## src/rtl/ctle_stream_pkg.sv

```systemverilog
// ctle_stream_pkg: shared types and helpers for the CTLE streaming driver.
//   state_e   - driver FSM states
//   MAX_CH    - largest supported channel count
//   MAX_W     - working width of the clamp helpers (all words sign-extended to it)
//   clamp_val - symmetric clamp of v to [-lim, lim]
//   clamp_hit - 1 when clamp_val changed v
package ctle_stream_pkg;

    localparam int unsigned MAX_CH = 16;
    localparam int unsigned MAX_W  = 32;

    typedef enum logic [2:0] {StIdle, StStep, StWait, StCapture, StHold} state_e;

    // Callers sign-extend narrower words to MAX_W, which parametrises this on width.
    function automatic logic signed [MAX_W-1:0] clamp_val(input logic signed [MAX_W-1:0] v,
                                                          input logic signed [MAX_W-1:0] lim);
        if (v > lim) begin
            return lim;
        end else if (v < -lim) begin
            return -lim;
        end
        return v;
    endfunction

    function automatic logic clamp_hit(input logic signed [MAX_W-1:0] v,
                                       input logic signed [MAX_W-1:0] lim);
        return (v > lim) || (v < -lim);
    endfunction

endpackage

```

## src/rtl/ctle_interp_model.sv

```systemverilog
// ctle_interp_model: stand-in for the generated interpolating CTLE model.
// Each channel accumulates its input on cke; the result is visible the cycle
// after the step, well inside any MODEL_LAT >= 0 the driver waits out.
//   clk, rst  clock and asynchronous active-high reset
//   cke       step enable
//   dt        timestep (not used by this stand-in)
//   in_data   N_CH packed signed inputs
//   out_data  N_CH packed signed outputs
module ctle_interp_model #(
    parameter int unsigned N_CH      = 4,
    parameter int unsigned IN_WIDTH  = 18,
    parameter int unsigned OUT_WIDTH = 18,
    parameter int unsigned DT_WIDTH  = 18
) (
    input  logic                      clk,
    input  logic                      rst,
    input  logic                      cke,
    input  logic [DT_WIDTH-1:0]       dt,
    input  logic [N_CH*IN_WIDTH-1:0]  in_data,
    output logic [N_CH*OUT_WIDTH-1:0] out_data
);

    logic dt_unused;
    assign dt_unused = ^dt;

    always_ff @(posedge clk or posedge rst) begin
        if (rst) begin
            out_data <= '0;
        end else if (cke) begin
            for (int k = 0; k < int'(N_CH); k++) begin
                out_data[k*OUT_WIDTH +: OUT_WIDTH] <= out_data[k*OUT_WIDTH +: OUT_WIDTH]
                    + OUT_WIDTH'($signed(in_data[k*IN_WIDTH +: IN_WIDTH]));
            end
        end
    end

endmodule

```

## src/rtl/ctle_out_clamp.sv

```systemverilog
// ctle_out_clamp: combinational symmetric clamp of one channel's model output.
//   v   in  WIDTH  signed model value
//   y   out WIDTH  value clamped to [-LIMIT, LIMIT]
//   sat out 1      clamp was applied
module ctle_out_clamp
    import ctle_stream_pkg::*;
#(
    parameter int unsigned WIDTH = 18,
    parameter int          LIMIT = (1 << (WIDTH - 1)) - 1
) (
    input  logic signed [WIDTH-1:0] v,
    output logic        [WIDTH-1:0] y,
    output logic                    sat
);

    logic signed [MAX_W-1:0] v_ext;
    logic signed [MAX_W-1:0] lim;

    assign v_ext = MAX_W'(v);
    assign lim   = LIMIT;
    assign y     = WIDTH'(clamp_val(v_ext, lim));
    assign sat   = clamp_hit(v_ext, lim);

endmodule

```

## src/rtl/ctle_interp_stream.sv

```systemverilog
// ctle_interp_stream: streaming driver around the CTLE model.
// Accepts a frame (samples, dt, step count), steps the model that many times,
// then holds clamped outputs until the consumer takes them.
//   clk, rst              clock, asynchronous active-high reset (also resets model)
//   in_valid/in_ready     input frame handshake
//   in_data/in_dt/in_steps  frame contents, latched on accept
//   out_valid/out_ready   result handshake
//   out_data/out_sat      clamped outputs and per-channel clamp flags
module ctle_interp_stream
    import ctle_stream_pkg::*;
#(
    parameter int unsigned N_CH      = 4,
    parameter int unsigned IN_WIDTH  = 18,
    parameter int unsigned OUT_WIDTH = 18,
    parameter int unsigned DT_WIDTH  = 18,
    parameter int unsigned STEP_W    = 8,
    parameter int unsigned MODEL_LAT = 1,
    parameter int          OUT_LIMIT = (1 << (OUT_WIDTH - 1)) - 1
) (
    input  logic                      clk,
    input  logic                      rst,
    input  logic                      in_valid,
    output logic                      in_ready,
    input  logic [N_CH*IN_WIDTH-1:0]  in_data,
    input  logic [DT_WIDTH-1:0]       in_dt,
    input  logic [STEP_W-1:0]         in_steps,
    output logic                      out_valid,
    input  logic                      out_ready,
    output logic [N_CH*OUT_WIDTH-1:0] out_data,
    output logic [N_CH-1:0]           out_sat
);

    state_e                     state_q;
    logic [N_CH*IN_WIDTH-1:0]   data_q;
    logic [DT_WIDTH-1:0]        dt_q;
    logic [STEP_W-1:0]          cnt_q;
    logic [2:0]                 wait_q;
    logic                       cke;
    logic [N_CH*OUT_WIDTH-1:0]  model_out;
    logic [N_CH*OUT_WIDTH-1:0]  clamp_data;
    logic [N_CH-1:0]            clamp_sat;

    assign cke = (state_q == StStep);

    ctle_interp_model #(
        .N_CH      (N_CH),
        .IN_WIDTH  (IN_WIDTH),
        .OUT_WIDTH (OUT_WIDTH),
        .DT_WIDTH  (DT_WIDTH)
    ) u_model (
        .clk      (clk),
        .rst      (rst),
        .cke      (cke),
        .dt       (dt_q),
        .in_data  (data_q),
        .out_data (model_out)
    );

    for (genvar k = 0; k < int'(N_CH); k++) begin : g_clamp
        ctle_out_clamp #(
            .WIDTH (OUT_WIDTH),
            .LIMIT (OUT_LIMIT)
        ) u_clamp (
            .v   (model_out[k*OUT_WIDTH +: OUT_WIDTH]),
            .y   (clamp_data[k*OUT_WIDTH +: OUT_WIDTH]),
            .sat (clamp_sat[k])
        );
    end

    always_ff @(posedge clk or posedge rst) begin
        if (rst) begin
            state_q   <= StIdle;
            in_ready  <= 1'b1;
            out_valid <= 1'b0;
            out_data  <= '0;
            out_sat   <= '0;
            data_q    <= '0;
            dt_q      <= '0;
            cnt_q     <= '0;
            wait_q    <= '0;
        end else begin
            unique case (state_q)
                StIdle: begin
                    if (in_valid) begin
                        data_q   <= in_data;
                        dt_q     <= in_dt;
                        cnt_q    <= in_steps;
                        in_ready <= 1'b0;
                        state_q  <= (in_steps != '0) ? StStep : StCapture;
                    end
                end
                StStep: begin
                    cnt_q <= cnt_q - STEP_W'(1);
                    if (MODEL_LAT > 0) begin
                        wait_q  <= 3'(MODEL_LAT - 1);
                        state_q <= StWait;
                    end else if (cnt_q > STEP_W'(1)) begin
                        // Counter still nonzero after this step's decrement.
                        state_q <= StStep;
                    end else begin
                        state_q <= StCapture;
                    end
                end
                StWait: begin
                    if (wait_q != 3'd0) begin
                        wait_q <= wait_q - 3'd1;
                    end else begin
                        state_q <= (cnt_q != '0) ? StStep : StCapture;
                    end
                end
                StCapture: begin
                    out_data  <= clamp_data;
                    out_sat   <= clamp_sat;
                    out_valid <= 1'b1;
                    state_q   <= StHold;
                end
                StHold: begin
                    if (out_ready) begin
                        out_valid <= 1'b0;
                        in_ready  <= 1'b1;
                        state_q   <= StIdle;
                    end
                end
                default: begin
                    state_q <= StIdle;
                end
            endcase
        end
    end

endmodule

```

## config.mk

```make
export PLATFORM = sky130hd
export DESIGN_NAME = ctle_interp_stream
export DESIGN_NICKNAME = d
export VERILOG_FILES = /design/src/rtl/ctle_stream_pkg.sv /design/src/rtl/ctle_interp_model.sv /design/src/rtl/ctle_out_clamp.sv /design/src/rtl/ctle_interp_stream.sv
export SDC_FILE = /design/constraint.sdc
export NUM_CORES = 1
export LEC_CHECK = 0
export BUFFER_PORTS_ARGS = -buffer_cell sky130_fd_sc_hd__buf_2
export CAP_MARGIN = 20
export CORE_MARGIN = 2
export CORE_UTILIZATION = 59
export CTS_CLUSTER_DIAMETER = 50
export DETAILED_ROUTE_END_ITERATION = 12
export PLACE_DENSITY = 0.83
export SLEW_MARGIN = 5
export SYNTH_ARGS = -nofsm -noshare
export SYNTH_HDL_FRONTEND = slang
export SYNTH_HIERARCHICAL = 1
export SYNTH_SLANG_ARGS = --single-unit
export TNS_END_PERCENT = 30
```

## constraint.sdc

```tcl
create_clock -name clk -period 8.2 [get_ports clk]
set_input_delay 1.64 -clock clk [delete_from_list [all_inputs] [get_ports clk]]
set_output_delay 1.64 -clock clk [all_outputs]
set_load 0.005 [all_outputs]
```

==> results of run 1 <==
-- worst max-delay path, stage by stage --
cell and delay (ns):
buf_2 0.11, or4b_2 0.99, buf_4 0.46, nand2_1 0.14
nand2_1 0.08
-- power by group --
part | total, mW | internal [mW] | switching (mW)
registers | 2.23 | 1.75 | 0.485
logic | 3.59 | 1.69 | 1.90
clock network | 1.37 | 0.876 | 0.491
total | 7.19 | 4.32 | 2.87
-- cell type report --
cell class	count	area, um^2
clock buffer	35	758.2
clock inverter	15	267.8
fill	1632	6993
inverter	44	170.2
multi-input combinational	901	6261
sequential	236	5907
tap	280	350.3
timing repair buffer	170	913.4
-- layer usage --
layer  part of all wire, %  global-route usage, %  vias up
li1                      -                      -     4660
met1                    44                  33.68     4780
met2                    48                  41.62      296
met3                   6.2                  3.772       44
met4                   1.8                  6.296        0
met5                     0                      0        -
-- sequential cells by signal, indices dropped and copies added, names as in the netlist --
register and count:
cnt_q 8, data_q 72, in_ready 1, out_data 72
out_sat 4, out_valid 1, state_q 3, u_model/out_data 72
wait_q 3
-- how the worst max path moves through the flow --
stage,startpoint,to,cells past startpoint
after global placement,in_valid,data_q[8]$_DFFE_PP0P_,5
after detailed placement,in_valid,data_q[30]$_DFFE_PP0P_,5
after floorplan,rst,cnt_q[0]$_DFFE_PP0P_,1
after global routing,in_valid,data_q[8]$_DFFE_PP0P_,5
after CTS,in_valid,data_q[37]$_DFFE_PP0P_,5
final,in_valid,data_q[37]$_DFFE_PP0P_,5
-- through the flow --
step | area [um^2] | hold WS [ns] | cells | power, mW | setup slack (ns)
3_3_place_gp | 13550 | 0.4686 | 1629 | 5.590 | 4.663
6_report | 14630 | 0.4859 | 1681 | 7.188 | 5.144
5_1_grt | 14630 | 0.5071 | 1681 | 7.759 | 5.085
2_1_floorplan | 12870 | 0.4500 | 1297 | 5.014 | 2.128
4_1_cts | 14570 | 0.4893 | 1679 | 7.186 | 5.180
3_5_place_dp | 13550 | 0.4689 | 1629 | 5.765 | 4.627
==> metrics.md, run 1 <==
| Metric | Value |
|---|---|
| R2r setup slk | `5.52 ns` |
| DR vias/cell | `5.818` |
| Gr usage total | `24.70%` |
| Final Cycle Share | `37.27%` |
| Outcome | `finished, final reports clean` |
| WL/cell | `16.98 um` |
| Die Wd | `151.7 um` |
| FMAX | `0.3272 GHz` |
| LEAKAGE | `7.204 nW` |
| Clk pin slew, worst setup/hold paths | `0.06 ns` |
| Share of layout cells above drive strength 1 | `25.12%` |
| Worst-Margin Slew | `1.020 ns` |
| Clock root buffer | `clkbuf_16` |
| Row cnt | `54` |
| Hold Vio Cnt, Final | `0` |
| Mapped Area | `0.01287 mm^2` |
| Die area | `0.02300 mm^2` |
| TNS Setup | `0 ns` |
| Most frequent cells in the layout | `nand2_1, dfrtp_1, buf_2, mux2_2, ha_1` |
| Hold Path End | `data_q[43]$_DFFE_PP0P_` |
| Tmin final | `3.056 ns` |
| FF-to-FF Start | `u_model/out_data[36]$_DFFE_PP0P_` |
| Net count after synthesis | `1475` |
| Clock buffer depth | `3` |
| Worst-skew pair later-pin latency | `0.53 ns` |
| Initial antenna violation count | `0` |
| Clock sinks | `236` |
| IO Port Bufs | `161` |
| RSZ-0062 raised after global routing | `no` |
| Util after Layout | `67.66%` |
| Largest net degree at the start of global routing | `90` |
| Initial Util | `59.51%` |
| Routed wire length | `28.55 mm` |
| Most common cell after layout, fill and taps aside | `nand2_1` |
| RD Place Congestion | `0.9024` |
| ANT cells | `0` |
| Cells after Synth | `1297` |
| Max Cap Violations | `0` |
| # setup viols final | `0` |
| Layout Skew | `0.01662 ns` |
| Relative slew slack | `32.03%` |
| Largest fanout on the critical path | `44` |
| Initial drt markers | `479` |
| Post-CTS setup buffers | `0` |
| CTS Buf Count | `28` |
| Pwr per Cell Area | `491.4 mW/mm^2` |
| HP Start | `data_q[43]$_DFFE_PP0P_` |
| Reg-to-Reg End | `u_model/out_data[50]$_DFFE_PP0P_` |
| CTS tree | `yes` |
| CP Class | `in2reg` |
| GR Overflow Total | `0` |
| CTS Hold Bufs | `0` |
| Routed vias | `9780` |
| Ports | `180` |
| Syn_area_per_cell | `9.920 um^2` |
| Hold Path Stages | `2` |
| ANT nets after route | `0` |
| CTS H-tree lvls | `1` |
| Worst r2r path cells | `10` |
| Peak VDD IR | `0.3118 mV` |
| Drt first pass iters | `5` |
| Crit path capture type | `flop` |
| Area growth from synthesis to layout | `13.69%` |
| Startpoint types | `input pin` |
| Crit path required time | `8.60 ns` |
| First-pass GRT wire length | `46.02 mm` |
| Number of global-route vias before repair | `9544` |
| YS warnings | `6` |
| Crit path arrival time | `3.46 ns` |
| Core Area | `0.02162 mm^2` |
| DP HPWL | `19.05 mm` |
| DR DRC count | `0` |
| Slew Limit Fails | `0` |
| Die H | `151.7 um` |
| Final nets | `1559` |
| Post_cts resized | `0` |
| Hold Path Class | `reg2reg` |
Power figures use the tool's default switching activity.
==> run 2: changes to the inputs <==
CORE_UTILIZATION = 53   (was 59)
PLACE_DENSITY = 0.79   (was 0.83)
clock period = 2.7 ns   (was 8.2 ns; I/O delays follow)
==> run 2 against run 1 <==
  * Via count decreased by 0.85%
  * Wire length is 0.60% lower
  * Count of clock-buffer cells in the layout increased by 4
  * Register-to-register slack got worse by 5.3 ns
  * Global-route usage down 2.7 points
  * Non-clock buffer count is 6 higher
  * Critical path type is now reg2reg
  * Critical endpoint is now u_model/out_data[15]$_DFFE_PP0P_
  * Largest cell class unchanged
  * Highest routed layer unchanged
==> metrics.md, run 2 (synthesis gave the netlist of run 1 again) <==
| Metric | Value |
|---|---|
| Layout Skew | `0.006946 ns (-0.009678 ns)` |
| Initial antenna violation count | `0 (unchanged)` |
| Largest fanout on the critical path | `4 (-91%)` |
| Worst r2r path cells | `8 (-2)` |
| CTS Buf Count | `28 (unchanged)` |
| Routed wire length | `28.38 mm (-0.60%)` |
| CP Class | `reg2reg` |
| Reg-to-Reg End | `u_model/out_data[15]$_DFFE_PP0P_` |
| Multi-input gate area | `0.006287 mm^2 (+0.42%)` |
| LEAKAGE | `7.230 nW (+0.36%)` |
| Share of layout cells above drive strength 1 | `25.69% (+0.57 points)` |
| First-pass GRT wire length | `47.10 mm (+2.3%)` |
| ANT nets after route | `0 (unchanged)` |
| CTS tree | `yes` |
| Final Cycle Share | `93.03%` |
| Crit path arrival time | `2.92 ns (-0.54 ns)` |
| FF-to-FF Start | `u_model/out_data[2]$_DFFE_PP0P_` |
| CP cell instances | `ha_1 -> o21ai_0 -> o21a_1 -> o31a_2 -> o21ai_0 -> a31oi_1 -> xnor2_1 -> mux2_2` |
| Worst-skew pair later-pin latency | `0.53 ns (about the same)` |
| Clk pin slew, worst setup/hold paths | `0.06 ns (about the same)` |
| Clock root buffer | `clkbuf_16` |
| Peak VDD IR | `0.7838 mV (+150%)` |
| CTS H-tree lvls | `1 (unchanged)` |
| Clock sinks | `236 (unchanged)` |
| Die Wd | `159.8 um (+5.4%)` |
| TNS Setup | `0 ns (unchanged)` |
| Number of global-route vias before repair | `9597 (+0.56%)` |
| Routed vias | `9697 (-0.85%)` |
| Crit path capture type | `flop` |
| Biggest regs | `data_q (72), out_data (72), u_model/out_data (72)` |
| Fill count | `2012 (+23%)` |
| Crit path top cell by count | `o21ai_0` |
| Hold Vio Cnt, Final | `0 (unchanged)` |
| Register area | `0.005907 mm^2 (unchanged)` |
| Relative slew slack | `51.23% (+19 points)` |
| Initial Util | `53.37% (-6.1 points)` |
| Slew Limit Fails | `0 (unchanged)` |
| RSZ-0062 raised after global routing | `no` |
| DP HPWL | `19.60 mm (+2.9%)` |
| Hold Path Class | `in2async` |
| Gr usage total | `22.04% (-2.7 points)` |
| Die H | `159.8 um (+5.4%)` |
| R2r setup slk | `0.19 ns (-5.33 ns)` |
| Die area | `0.02554 mm^2 (+11%)` |
| RD Place Congestion | `0.9330 (+3.4%)` |
| ANT cells | `0 (unchanged)` |
| FMAX | `0.3981 GHz` |
| Tmin final | `2.512 ns` |
| Drt first pass iters | `6 (+1)` |
| Largest net degree at the start of global routing | `84 (-6.7%)` |
| Clock buffer depth | `3 (unchanged)` |
| Crit path required time | `3.11 ns (-5.49 ns)` |
| Most frequent cells in the layout | `nand2_1, dfrtp_1, buf_2, mux2_2, ha_1` |
| # setup viols final | `0 (unchanged)` |
| Most common cell after layout, fill and taps aside | `nand2_1` |
| Critical path's largest stage delay | `0.42 ns (-0.57 ns)` |
| Area growth from synthesis to layout | `14.72%` |
| Outcome | `finished, final reports clean` |
| WL/cell | `16.41 um (-3.4%)` |
| Row cnt | `57 (+5.6%)` |
| DR vias/cell | `5.608 (-3.6%)` |
| Final nets | `1565 (+0.38%)` |
| DR DRC count | `0 (unchanged)` |
| Pwr per Cell Area | `1473 mW/mm^2 (+200%)` |
| Startpoint types | `flop` |
| Ports | `180 (unchanged)` |
| Max Cap Violations | `0 (unchanged)` |
| GR Overflow Total | `0 (unchanged)` |
| Core Area | `0.02411 mm^2 (+11%)` |
| Slowest cell on the critical path | `dfrtp_1` |
| IO Port Bufs | `161 (unchanged)` |
| Worst-Margin Slew | `0.7132 ns (-0.3064 ns)` |
| Initial drt markers | `688 (+44%)` |
| Util after Layout | `61.23% (-6.4 points)` |
## run 2: cell count changes in the layout (fill, tap and decap cells not counted), moves of 2 or more
cell,before,now
buf_12,0,8
clkbuf_8,1,6
bufinv_16,7,4
inv_6,3,0
a211oi_1,19,17
a211oi_2,1,3
buf_16,2,0
clkinv_4,2,0
clkinvlp_4,1,3
## run 2: how the worst max path moves through the flow
| stage | start | endpoint | slack (ns) | cells past startpoint |
|---|---|---|---|---|
| floorplan | rst | cnt_q[0]$_DFFE_PP0P_ | 0.08 | 1 |
| global placement | u_model/out_data[36]$_DFFE_PP0P_ | u_model/out_data[50]$_DFFE_PP0P_ | 0.23 | 10 |
| detailed placement | u_model/out_data[36]$_DFFE_PP0P_ | u_model/out_data[50]$_DFFE_PP0P_ | 0.19 | 10 |
| CTS | u_model/out_data[36]$_DFFE_PP0P_ | u_model/out_data[50]$_DFFE_PP0P_ | 0.1 | 10 |
| global route | u_model/out_data[2]$_DFFE_PP0P_ | u_model/out_data[15]$_DFFE_PP0P_ | 0.01 | 8 |
| finish | u_model/out_data[2]$_DFFE_PP0P_ | u_model/out_data[15]$_DFFE_PP0P_ | 0.19 | 8 |
## run 2: critical path: cells and delay by family (launching register included)
family	cells	cell delay, ns
fa+ha+maj	1	0.36
flops	1	0.42
mux	1	0.26
compound gates	5	1.21
xor+xnor	1	0.14
## run 2: area by class of cell
| class | instances | share of cell area (%) |
|---|---|---|
| Clock inverter | 9 | 1.017 |
| Clock buffer | 39 | 5.578 |
| Timing Repair Buffer | 176 | 6.900 |
| Tap cell | 324 | 2.746 |
| Inverter | 44 | 1.144 |
| Multi-Input combinational cell | 901 | 42.60 |
| Sequential cell | 236 | 40.02 |
## run 2: what timing repair did
item | CTS | global route
setup endpoints to repair | 0 | 8
gates resized for setup | 0 | 7
hold buffers | 0 | 0
setup buffers | 0 | 0
## run 2: metal layers
metal	up-vias	global-route usage [%]	part of all wire (%)
met5	-	0	0
met4	0	4.668	1.6
met1	4741	30.73	45
li1	4657	-	-
met2	256	36.66	48
met3	43	3.636	5.4
## run 2: report_power, final
group / switching, mW / leakage [nW] / internal, mW
logic: 5.84 / 3.88 / 5.26
registers: 1.42 / 2.87 / 5.30
clock network: 1.43 / 0.474 / 2.48
total: 8.69 / 7.23 / 13.1
## run 2: through the flow
stage | setup slack (ns) | area, um^2 | total power [mW] | hold slack [ns] | std cells
floorplan | 0.07603 | 12870 | 15.23 | 0.4500 | 1297
global placement | 0.2261 | 13760 | 17.20 | 0.4703 | 1681
detailed placement | 0.1929 | 13760 | 17.67 | 0.4719 | 1681
CTS | 0.09735 | 14740 | 21.75 | 0.1615 | 1729
global route | 0.01396 | 14760 | 23.48 | 0.1858 | 1729
finish | 0.1883 | 14760 | 21.74 | 0.1620 | 1729
==> run 3: changes to the inputs <==
GPL_TIMING_DRIVEN = 0   (was not set)
==> run 3 against run 2 <==
  * Setup slack got worse by 0.13 ns
  * Power increased by 3.0%
  * Critical path depth down 2
  * Die area unchanged
  * Hold slack better by 0.033 ns
  * Register-to-register slack got worse by 0.13 ns
  * Combinational power rose by 5%
  * Critical endpoint is now u_model/out_data[20]$_DFFE_PP0P_
  * Largest power group unchanged
==> metrics.md, run 3 (synthesis gave the netlist of run 1 again) <==
| Metric | Value |
|---|---|
| CTS tree | `yes` |
| Clock buffer depth | `3 (unchanged)` |
| Final Cycle Share | `97.79% (+4.8 points)` |
| Worst Path Buf+Inv | `4 (+4)` |
| Routed wire length | `31.13 mm (+9.7%)` |
| Clock root buffer | `clkbuf_16` |
| Die area | `0.02554 mm^2 (unchanged)` |
| RD Place Congestion | `0.9044 (-3.1%)` |
| Row cnt | `57 (unchanged)` |
| Reg-to-Reg End | `u_model/out_data[20]$_DFFE_PP0P_` |
| # setup viols final | `0 (unchanged)` |
| DR vias/cell | `5.546 (-1.1%)` |
| CTS Buf Count | `29 (+3.6%)` |
| Slowest cell on the critical path | `clkbuf_1` |
| Largest net degree at the start of global routing | `55 (-35%)` |
| Hold Path Stages | `3` |
| Gr usage total | `24.43% (+2.4 points)` |
| Die H | `159.8 um (unchanged)` |
| Slew Limit Fails | `0 (unchanged)` |
| Startpoint types | `flop` |
| Ports | `180 (unchanged)` |
| Initial Util | `53.37% (unchanged)` |
| RSZ-0062 raised after global routing | `yes` |
| Pwr per Cell Area | `1472 mW/mm^2 (about the same)` |
| CP Class | `reg2reg` |
| Crit path max-delay family | `buffers and inverters` |
| Tot Pwr | `22.39 mW (+3.0%)` |
| Largest fanout on the critical path | `13 (+9)` |
| Layout Skew | `0.01136 ns (+0.004417 ns)` |
| GR Overflow Total | `0 (unchanged)` |
| R2r setup slk | `0.06 ns (-0.13 ns)` |
| Initial antenna violation count | `0 (unchanged)` |
| Crit path arrival time | `3.06 ns (+0.14 ns)` |
| Initial drt markers | `697 (+1.3%)` |
| Biggest regs | `data_q (72), out_data (72), u_model/out_data (72)` |
| Area growth from synthesis to layout | `18.23%` |
| Crit path depth | `6 (-2)` |
| Critical path's largest stage delay | `0.62 ns (+0.20 ns)` |
| IO Port Bufs | `161 (unchanged)` |
| Worst-skew pair later-pin latency | `0.53 ns (about the same)` |
| HP Start | `in_data[29]` |
| Clock sinks | `236 (unchanged)` |
| ANT cells | `0 (unchanged)` |
| LEAKAGE | `7.422 nW (+2.7%)` |
| Worst-Margin Slew | `0.7926 ns (+0.07941 ns)` |
| Peak VDD IR | `0.5703 mV (-27%)` |
| Tmin final | `2.640 ns (+0.1287 ns)` |
| Clk pin slew, worst setup/hold paths | `0.06 ns (about the same)` |
| TNS Setup | `0 ns (unchanged)` |
| DP HPWL | `22.66 mm (+16%)` |
| Crit path top cell by count | `buf_4` |
| First-pass GRT wire length | `51.17 mm (+8.6%)` |
| WL/cell | `16.92 um (+3.1%)` |
| Most common cell after layout, fill and taps aside | `nand2_1` |
| Share of layout cells above drive strength 1 | `25.40% (-0.30 points)` |
| CP cell instances | `buf_2 -> nor3b_4 -> buf_4 -> buf_4 -> clkbuf_1 -> mux2_2` |
| Routed vias | `10200 (+5.2%)` |
| ANT nets after route | `0 (unchanged)` |
| Worst r2r path cells | `6 (-2)` |
| Hold Vio Cnt, Final | `0 (unchanged)` |
| Crit path capture type | `flop` |
| Crit path required time | `3.12 ns (about the same)` |
| Outcome | `finished, final reports clean` |
| Die Wd | `159.8 um (unchanged)` |
| Most frequent cells in the layout | `nand2_1, dfrtp_1, buf_2, mux2_2, clkbuf_1` |
| DR DRC count | `0 (unchanged)` |
| Final nets | `1673 (+6.9%)` |
| Hold Path Class | `in2reg` |
| Relative slew slack | `47.16% (-4.1 points)` |
| FF-to-FF Start | `state_q[2]$_DFFE_PP0P_` |
| Hold Path End | `data_q[29]$_DFFE_PP0P_` |
| Number of global-route vias before repair | `10250 (+6.8%)` |
| Core Area | `0.02411 mm^2 (unchanged)` |
| Max Cap Violations | `0 (unchanged)` |
| FMAX | `0.3787 GHz (-4.9%)` |
| Drt first pass iters | `5 (-1)` |
| CTS H-tree lvls | `1 (unchanged)` |
## run 3: changes by cell type in the layout (fill, tap and decap cells not counted), sizes merged
| cell | delta |
|---|---|
| clkbuf | +75 |
| clkinvlp | +1 |
| buf | +25 |
| dlygate4sd3 | +5 |
| clkinv | +5 |
## run 3: tightest hold or removal path: stages
cell and delay [ns]:
buf_2 0.07, nand2_1 0.04, nand2_1 0.04
## run 3: layout make-up
| class | instances | area [um^2] |
|---|---|---|
| Buffer | 116 | 554.3 |
| Inverter | 44 | 171.4 |
| Fill cell | 2037 | 8894 |
| Timing Repair Buffer | 167 | 923.4 |
| Sequential cell | 236 | 5907 |
| Tap cell | 324 | 405.4 |
| Clock inverter | 15 | 193.9 |
| Clock buffer | 37 | 795.8 |
| Multi-Input combinational cell | 901 | 6261 |
## run 3: per-stage QoR
stage | area [um^2] | utilization [%] | worst slack (ns) | hold WS (ns) | cells
final | 15210 | 63.11 | 0.05954 | 0.1954 | 1840
after global routing | 15210 | 63.11 | -0.02133 | 0.1905 | 1840
after CTS | 15200 | 63.06 | 0.02488 | 0.1795 | 1840
after detailed placement | 14190 | 58.87 | -0.2177 | 0.4745 | 1787
after global placement | 14080 | 58.41 | -1.023 | 0.4667 | 1782
after floorplan | 12870 | - | 0.07603 | 0.4500 | 1297
## run 3: power breakdown
group          internal (mW)  switching (mW)  total, mW
registers               5.31            1.41       6.72
clock network           2.46            1.50       3.96
logic                   5.52            6.19       11.7
total                   13.3            9.10       22.4
## run 3: metal layers
layer	GRT usage (%)	vias up	part of all wire [%]
li1	-	4883	-
met1	32.78	4950	44
met2	41.62	314	48
met3	4.052	57	6.2
met4	6.143	0	2.4
met5	0	-	0
## run 3: worst max path at each step
stage | startpoint | endpoint | slack (ns)
detailed placement | state_q[2]$_DFFE_PP0P_ | u_model/out_data[45]$_DFFE_PP0P_ | -0.22
CTS | u_model/out_data[54]$_DFFE_PP0P_ | u_model/out_data[70]$_DFFE_PP0P_ | 0.02
floorplan | rst | cnt_q[0]$_DFFE_PP0P_ | 0.08
global placement | rst | wait_q[0]$_DFFE_PP0P_ | -1.02
finish | state_q[2]$_DFFE_PP0P_ | u_model/out_data[20]$_DFFE_PP0P_ | 0.06
global route | state_q[2]$_DFFE_PP0P_ | u_model/out_data[17]$_DFFE_PP0P_ | -0.02
## run 3: timing repair
| action | CTS | global route |
|---|---|---|
| hold buffers | 1 | 0 |
| setup endpoints to repair | 15 | 33 |
| buffers inserted | 0 | 0 |
| endpoints found under the hold margin | 18 | 0 |
| resized for setup | 5 | 13 |
| gates cloned | 0 | 0 |
